$ cat config.mk
export PLATFORM = sky130hd
export DESIGN_NAME = bist_response_analyzer
export DESIGN_NICKNAME = d
export VERILOG_FILES = /design/src/rtl/bist_response_analyzer.sv
export SDC_FILE = /design/constraint.sdc
export NUM_CORES = 1
export LEC_CHECK = 0
export CAP_MARGIN = 10
export CORE_MARGIN = 4
export CORE_UTILIZATION = 26
export CTS_BUF_LIST = sky130_fd_sc_hd__clkbuf_16
export CTS_CLUSTER_SIZE = 25
export DETAILED_ROUTE_END_ITERATION = 12
export SYNTH_ARGS = -nofsm -noshare
export SYNTH_HDL_FRONTEND = slang
export SYNTH_SLANG_ARGS = --single-unit
$ cat constraint.sdc
create_clock -name clk -period 3.6 [get_ports clk]
set_input_delay 0.54 -clock clk [delete_from_list [all_inputs] [get_ports clk]]
set_output_delay 0.54 -clock clk [all_outputs]
set_load 0.02 [all_outputs]
$ cat src/rtl/bist_response_analyzer.sv
// -----------------------------------------------------------------------------
// bist_response_analyzer
//
// Compacts the scan-out stream of a circuit under test into a 16-bit MISR
// signature and compares it against a stored golden signature. A session is
// started with a start pulse, accepts SCAN_CHAIN_LENGTH*TOTAL_PATTERNS valid
// scan-out bits, spends one cycle comparing, then parks in DONE with the
// verdict held until the next start or reset.
//
// Ports
//   clk          single clock, all state updates on its rising edge
//   rst          synchronous active-high reset
//   start        session-start pulse, honoured only in IDLE or DONE
//   golden_load  sampled with start; 1 makes this session's signature golden
//   sdo_valid    cut_sdo carries a valid scan-out bit this cycle
//   cut_sdo      scan-out data from the CUT chain
//   busy         high while compacting or comparing
//   bistdone     high once the session verdict is valid
//   bistpass     session verdict, valid while bistdone is high
//   signature    current MISR contents
//   golden_valid high once a golden signature has been stored
// -----------------------------------------------------------------------------
module bist_response_analyzer #(
   parameter int          SCAN_CHAIN_LENGTH = 16,
   parameter int          TOTAL_PATTERNS    = 4,
   parameter logic [15:0] POLY              = 16'h100B
) (
   input  logic        clk,
   input  logic        rst,
   input  logic        start,
   input  logic        golden_load,
   input  logic        sdo_valid,
   input  logic        cut_sdo,
   output logic        busy,
   output logic        bistdone,
   output logic        bistpass,
   output logic [15:0] signature,
   output logic        golden_valid
);

   localparam int TOTAL_BITS = SCAN_CHAIN_LENGTH * TOTAL_PATTERNS;
   // One extra count of headroom so the counter never wraps on the final bit.
   localparam int CNT_W      = (TOTAL_BITS < 1) ? 1 : $clog2(TOTAL_BITS + 1);
   localparam logic [CNT_W-1:0] LAST_BIT = CNT_W'(TOTAL_BITS - 1);

   localparam logic [1:0] IDLE    = 2'd0;
   localparam logic [1:0] COMPACT = 2'd1;
   localparam logic [1:0] COMPARE = 2'd2;
   localparam logic [1:0] DONE    = 2'd3;

   logic [1:0]       state_q,       state_d;
   logic [15:0]      misr_q,        misr_d;
   logic [CNT_W-1:0] bitCount_q,    bitCount_d;
   logic [15:0]      golden_q,      golden_d;
   logic             goldenValid_q, goldenValid_d;
   logic             load_q,        load_d;
   logic             done_q,        done_d;
   logic             pass_q,        pass_d;
   logic [15:0]      misrStep;

   // One MISR shift: multiply by x modulo the feedback polynomial, then fold
   // the incoming scan bit into the lowest stage.
   always_comb begin
      misrStep = {misr_q[14:0], 1'b0}
               ^ (misr_q[15] ? POLY : 16'h0000)
               ^ {15'b0, cut_sdo};
   end

   // Next-state logic for the session FSM and all datapath registers. start is
   // only looked at in IDLE and DONE, so a stray pulse mid-session is ignored.
   always_comb begin
      state_d       = state_q;
      misr_d        = misr_q;
      bitCount_d    = bitCount_q;
      golden_d      = golden_q;
      goldenValid_d = goldenValid_q;
      load_d        = load_q;
      done_d        = done_q;
      pass_d        = pass_q;

      case (state_q)
         IDLE, DONE: begin
            if (start) begin
               misr_d     = 16'h0000;
               bitCount_d = '0;
               load_d     = golden_load;
               done_d     = 1'b0;
               pass_d     = 1'b0;
               state_d    = COMPACT;
            end
         end

         COMPACT: begin
            if (sdo_valid) begin
               misr_d     = misrStep;
               bitCount_d = bitCount_q + CNT_W'(1);
               if (bitCount_q == LAST_BIT) begin
                  state_d = COMPARE;
               end
            end
         end

         COMPARE: begin
            // Without a stored golden value the first session becomes the
            // reference, exactly as if golden_load had been requested.
            if (load_q || !goldenValid_q) begin
               golden_d      = misr_q;
               goldenValid_d = 1'b1;
               pass_d        = 1'b1;
            end else begin
               pass_d = (misr_q == golden_q);
            end
            done_d  = 1'b1;
            state_d = DONE;
         end

         default: begin
            state_d = IDLE;
         end
      endcase
   end

   // State registers. Reset is the only thing that forgets the golden value;
   // starting a new session leaves it intact.
   always_ff @(posedge clk) begin
      if (rst) begin
         state_q       <= IDLE;
         misr_q        <= 16'h0000;
         bitCount_q    <= '0;
         golden_q      <= 16'h0000;
         goldenValid_q <= 1'b0;
         load_q        <= 1'b0;
         done_q        <= 1'b0;
         pass_q        <= 1'b0;
      end else begin
         state_q       <= state_d;
         misr_q        <= misr_d;
         bitCount_q    <= bitCount_d;
         golden_q      <= golden_d;
         goldenValid_q <= goldenValid_d;
         load_q        <= load_d;
         done_q        <= done_d;
         pass_q        <= pass_d;
      end
   end

   // Output decode; busy covers the compaction and the single compare cycle.
   always_comb begin
      busy         = (state_q == COMPACT) || (state_q == COMPARE);
      bistdone     = done_q;
      bistpass     = pass_q;
      signature    = misr_q;
      golden_valid = goldenValid_q;
   end

endmodule

==> impl_metrics.toml <==
[outcome]
status = "completed"

[cells_and_area]
antenna_cells = 0
drive_above_1_share_pct = 4.53
final_common_cell = "dfxtp_1"
layout_common_cells = "dfxtp_1, nand2_1, nor2_1"
nets = 254
area_delta_synth_final_pct = 22.4

[timing]
timing.slew.headroom_pct = 52.3
rsz0062_at_grt = "no"
setup_ws_ns = 1.20
hold_slack_ns = 0.448
min_period_ns = 2.40
finalSetupTns_ns = 0
setup_viol = 0
slew_viol_final = 0
clock.fmax_mhz = 417
tightest_slew_ns = 0.715
skew_ns = 0.00408
final.period_utilization_pct = 66.6
hold_viol_final = 0

[global_route]
grt_usage_pct = 9.71
grt_pass1_wl_um = 6870
grt_pass1_vias = 1435
antenna_found_initial = 0
grt_max_degree = 40
gr-total-overflow = 0

[die]
rows = 31
start_util_pct = 26.8
die-area_um2 = 8960
dieWidth_um = 94.7
die_h_um = 94.7
core_um2 = 7290
top_level_ports = 26

[critical_path]
worstSetupPathType = "register to output pin"
endpoint_kind = "output pin"
arrival_ns = 1.86
cp.required_ns = 3.06
critPathMaxFanout = 5
reg2reg_depth = 7
start_kind = "register"

[placed_design]
gp_congestion = 0.758
hpwl_um = 2830
pre_cts_ws_ns = 1.24
numPortBuffers = 25

[routing]
vias = 1526
ant_nets = 0
first_pass_iters = 4
drc_errors = 0
drt_iter0_markers = 87
drt-vias-per-instance = 4.46
wl_per_cell_um = 12.0
drt_wl_total_um = 4100

[clock_network]
cts_made_buffers = 5
clkTransAtPathRegs_ns = 0.06
cts_max_level = 2
root_buffer = "clkbuf_16"
cts_buffer_depth = 2
cts_hold_buffers = 0
postCtsSetupBuffers = 0
cts_resized = 0
cts_num_sinks = 45
cts_tree = "done"
clk_latency_ns = 0.28

[synthesis]
synth_ff_type = "dfxtp_1"
netlist-cell-type-count = 31
ys_ff_latch = 45
synth_area_um2 = 1950
seq_area_frac_synth_pct = 46.1
async_flop_share_pct = 0
synth_nets = 233
yosys_warnings = 0
avgSynthCellArea_um2 = 8.76
synth_edf_count = 0
synthCells = 223

[pwr]
vdd_drop_max_uv = 221
p_leak_nw = 0.805
power_density_nw_per_um2 = 587

[hold_path]
holdCritPathClass = "register to register"
hold_depth = 2

[flow_run]
maxCapViolations = 0
[synthesized netlist by cell type, types with 2 or more instances]
library cell / count / area [um^2]
a21oi_1: 24 / 120
a22oi_1: 17 / 128
a311oi_1: 2 / 17.5
and2_1: 2 / 12.5
buf_2: 2 / 10.0
buf_6: 3 / 33.8
clkbuf_1: 6 / 22.5
dfxtp_1: 45 / 901
ha_1: 4 / 50.1
inv_1: 4 / 15.0
nand2_1: 39 / 146
nand3_1: 3 / 15.0
nand4_1: 5 / 31.3
nor2_1: 26 / 97.6
nor3_1: 2 / 10.0
o21ai_0: 2 / 10.0
o21bai_1: 2 / 15.0
xnor2_1: 17 / 149
xor2_1: 6 / 52.6
[critical path, stage by stage (launching register included)]
cell	delay, ns
dfxtp_1	0.38
inv_1	0.06
ha_1	0.38
inv_1	0.14
clkdlybuf4s50_1	0.62
[logic make-up (layout without fill, tap and decap cells)]
| logic type | count (synthesis) | in the layout | share of synthesized area [%] |
|---|---|---|---|
| simple gates | 85 | 85 | 19.0 |
| compound gates | 49 | 49 | 16.7 |
| flops | 45 | 45 | 46.1 |
| xor+xnor | 23 | 23 | 10.3 |
| buf+inv | 16 | 36 | 4.55 |
| fa+ha+maj | 4 | 4 | 2.56 |
| mux | 1 | 1 | 0.769 |
[final timing paths]
path               from             to  slack, ns
max          state_q[0]           busy       1.20
min              load_q         load_q       0.45
max reg2reg  state_q[0]  bitCount_q[6]       1.52
min reg2reg      load_q         load_q       0.45
[power by group]
part / total [mW] / internal [mW] / switching, mW
Clock: 0.414 / 0.248 / 0.166
Sequential: 0.546 / 0.525 / 0.0210
Combinational: 0.443 / 0.142 / 0.300
Total: 1.40 / 0.915 / 0.487
[through the flow]
stage / util, % / cell area (um^2) / total power [mW] / std cells
2_1_floorplan: - / 1950 / 0.925 / 223
3_3_place_gp: 31.0 / 2260 / 1.00 / 336
3_5_place_dp: 31.0 / 2260 / 1.01 / 336
4_1_cts: 32.8 / 2390 / 1.42 / 342
5_1_grt: 32.8 / 2390 / 1.49 / 342
6_report: 32.8 / 2390 / 1.40 / 342
[sequential cells by signal (all words and copies together) (netlist names)]
name	flops
load_q	1
bitCount_q	7
state_q	2
bistdone	1
signature	16
bistpass	1
golden_valid	1
golden_q	16
[per-layer routing]
| layer | routed length [um] | global-route usage [%] |
|---|---|---|
| met1 | 2050 | 12.9 |
| met2 | 1890 | 14.9 |
| met3 | 115 | 2.95 |
| met4 | 39 | 3.25 |
| met5 | 0 | 0 |
[cell type report]
| cell class | instances | area (um^2) |
|---|---|---|
| clock buffer | 5 | 125 |
| clock inverter | 1 | 5.00 |
| tap | 99 | 124 |
| inverter | 4 | 15.0 |
| timing repair buffer | 26 | 258 |
| fill | 799 | 4900 |
| sequential | 45 | 901 |
| multi-input combinational | 162 | 963 |
Note: power is estimated with default switching activity, not from simulation.
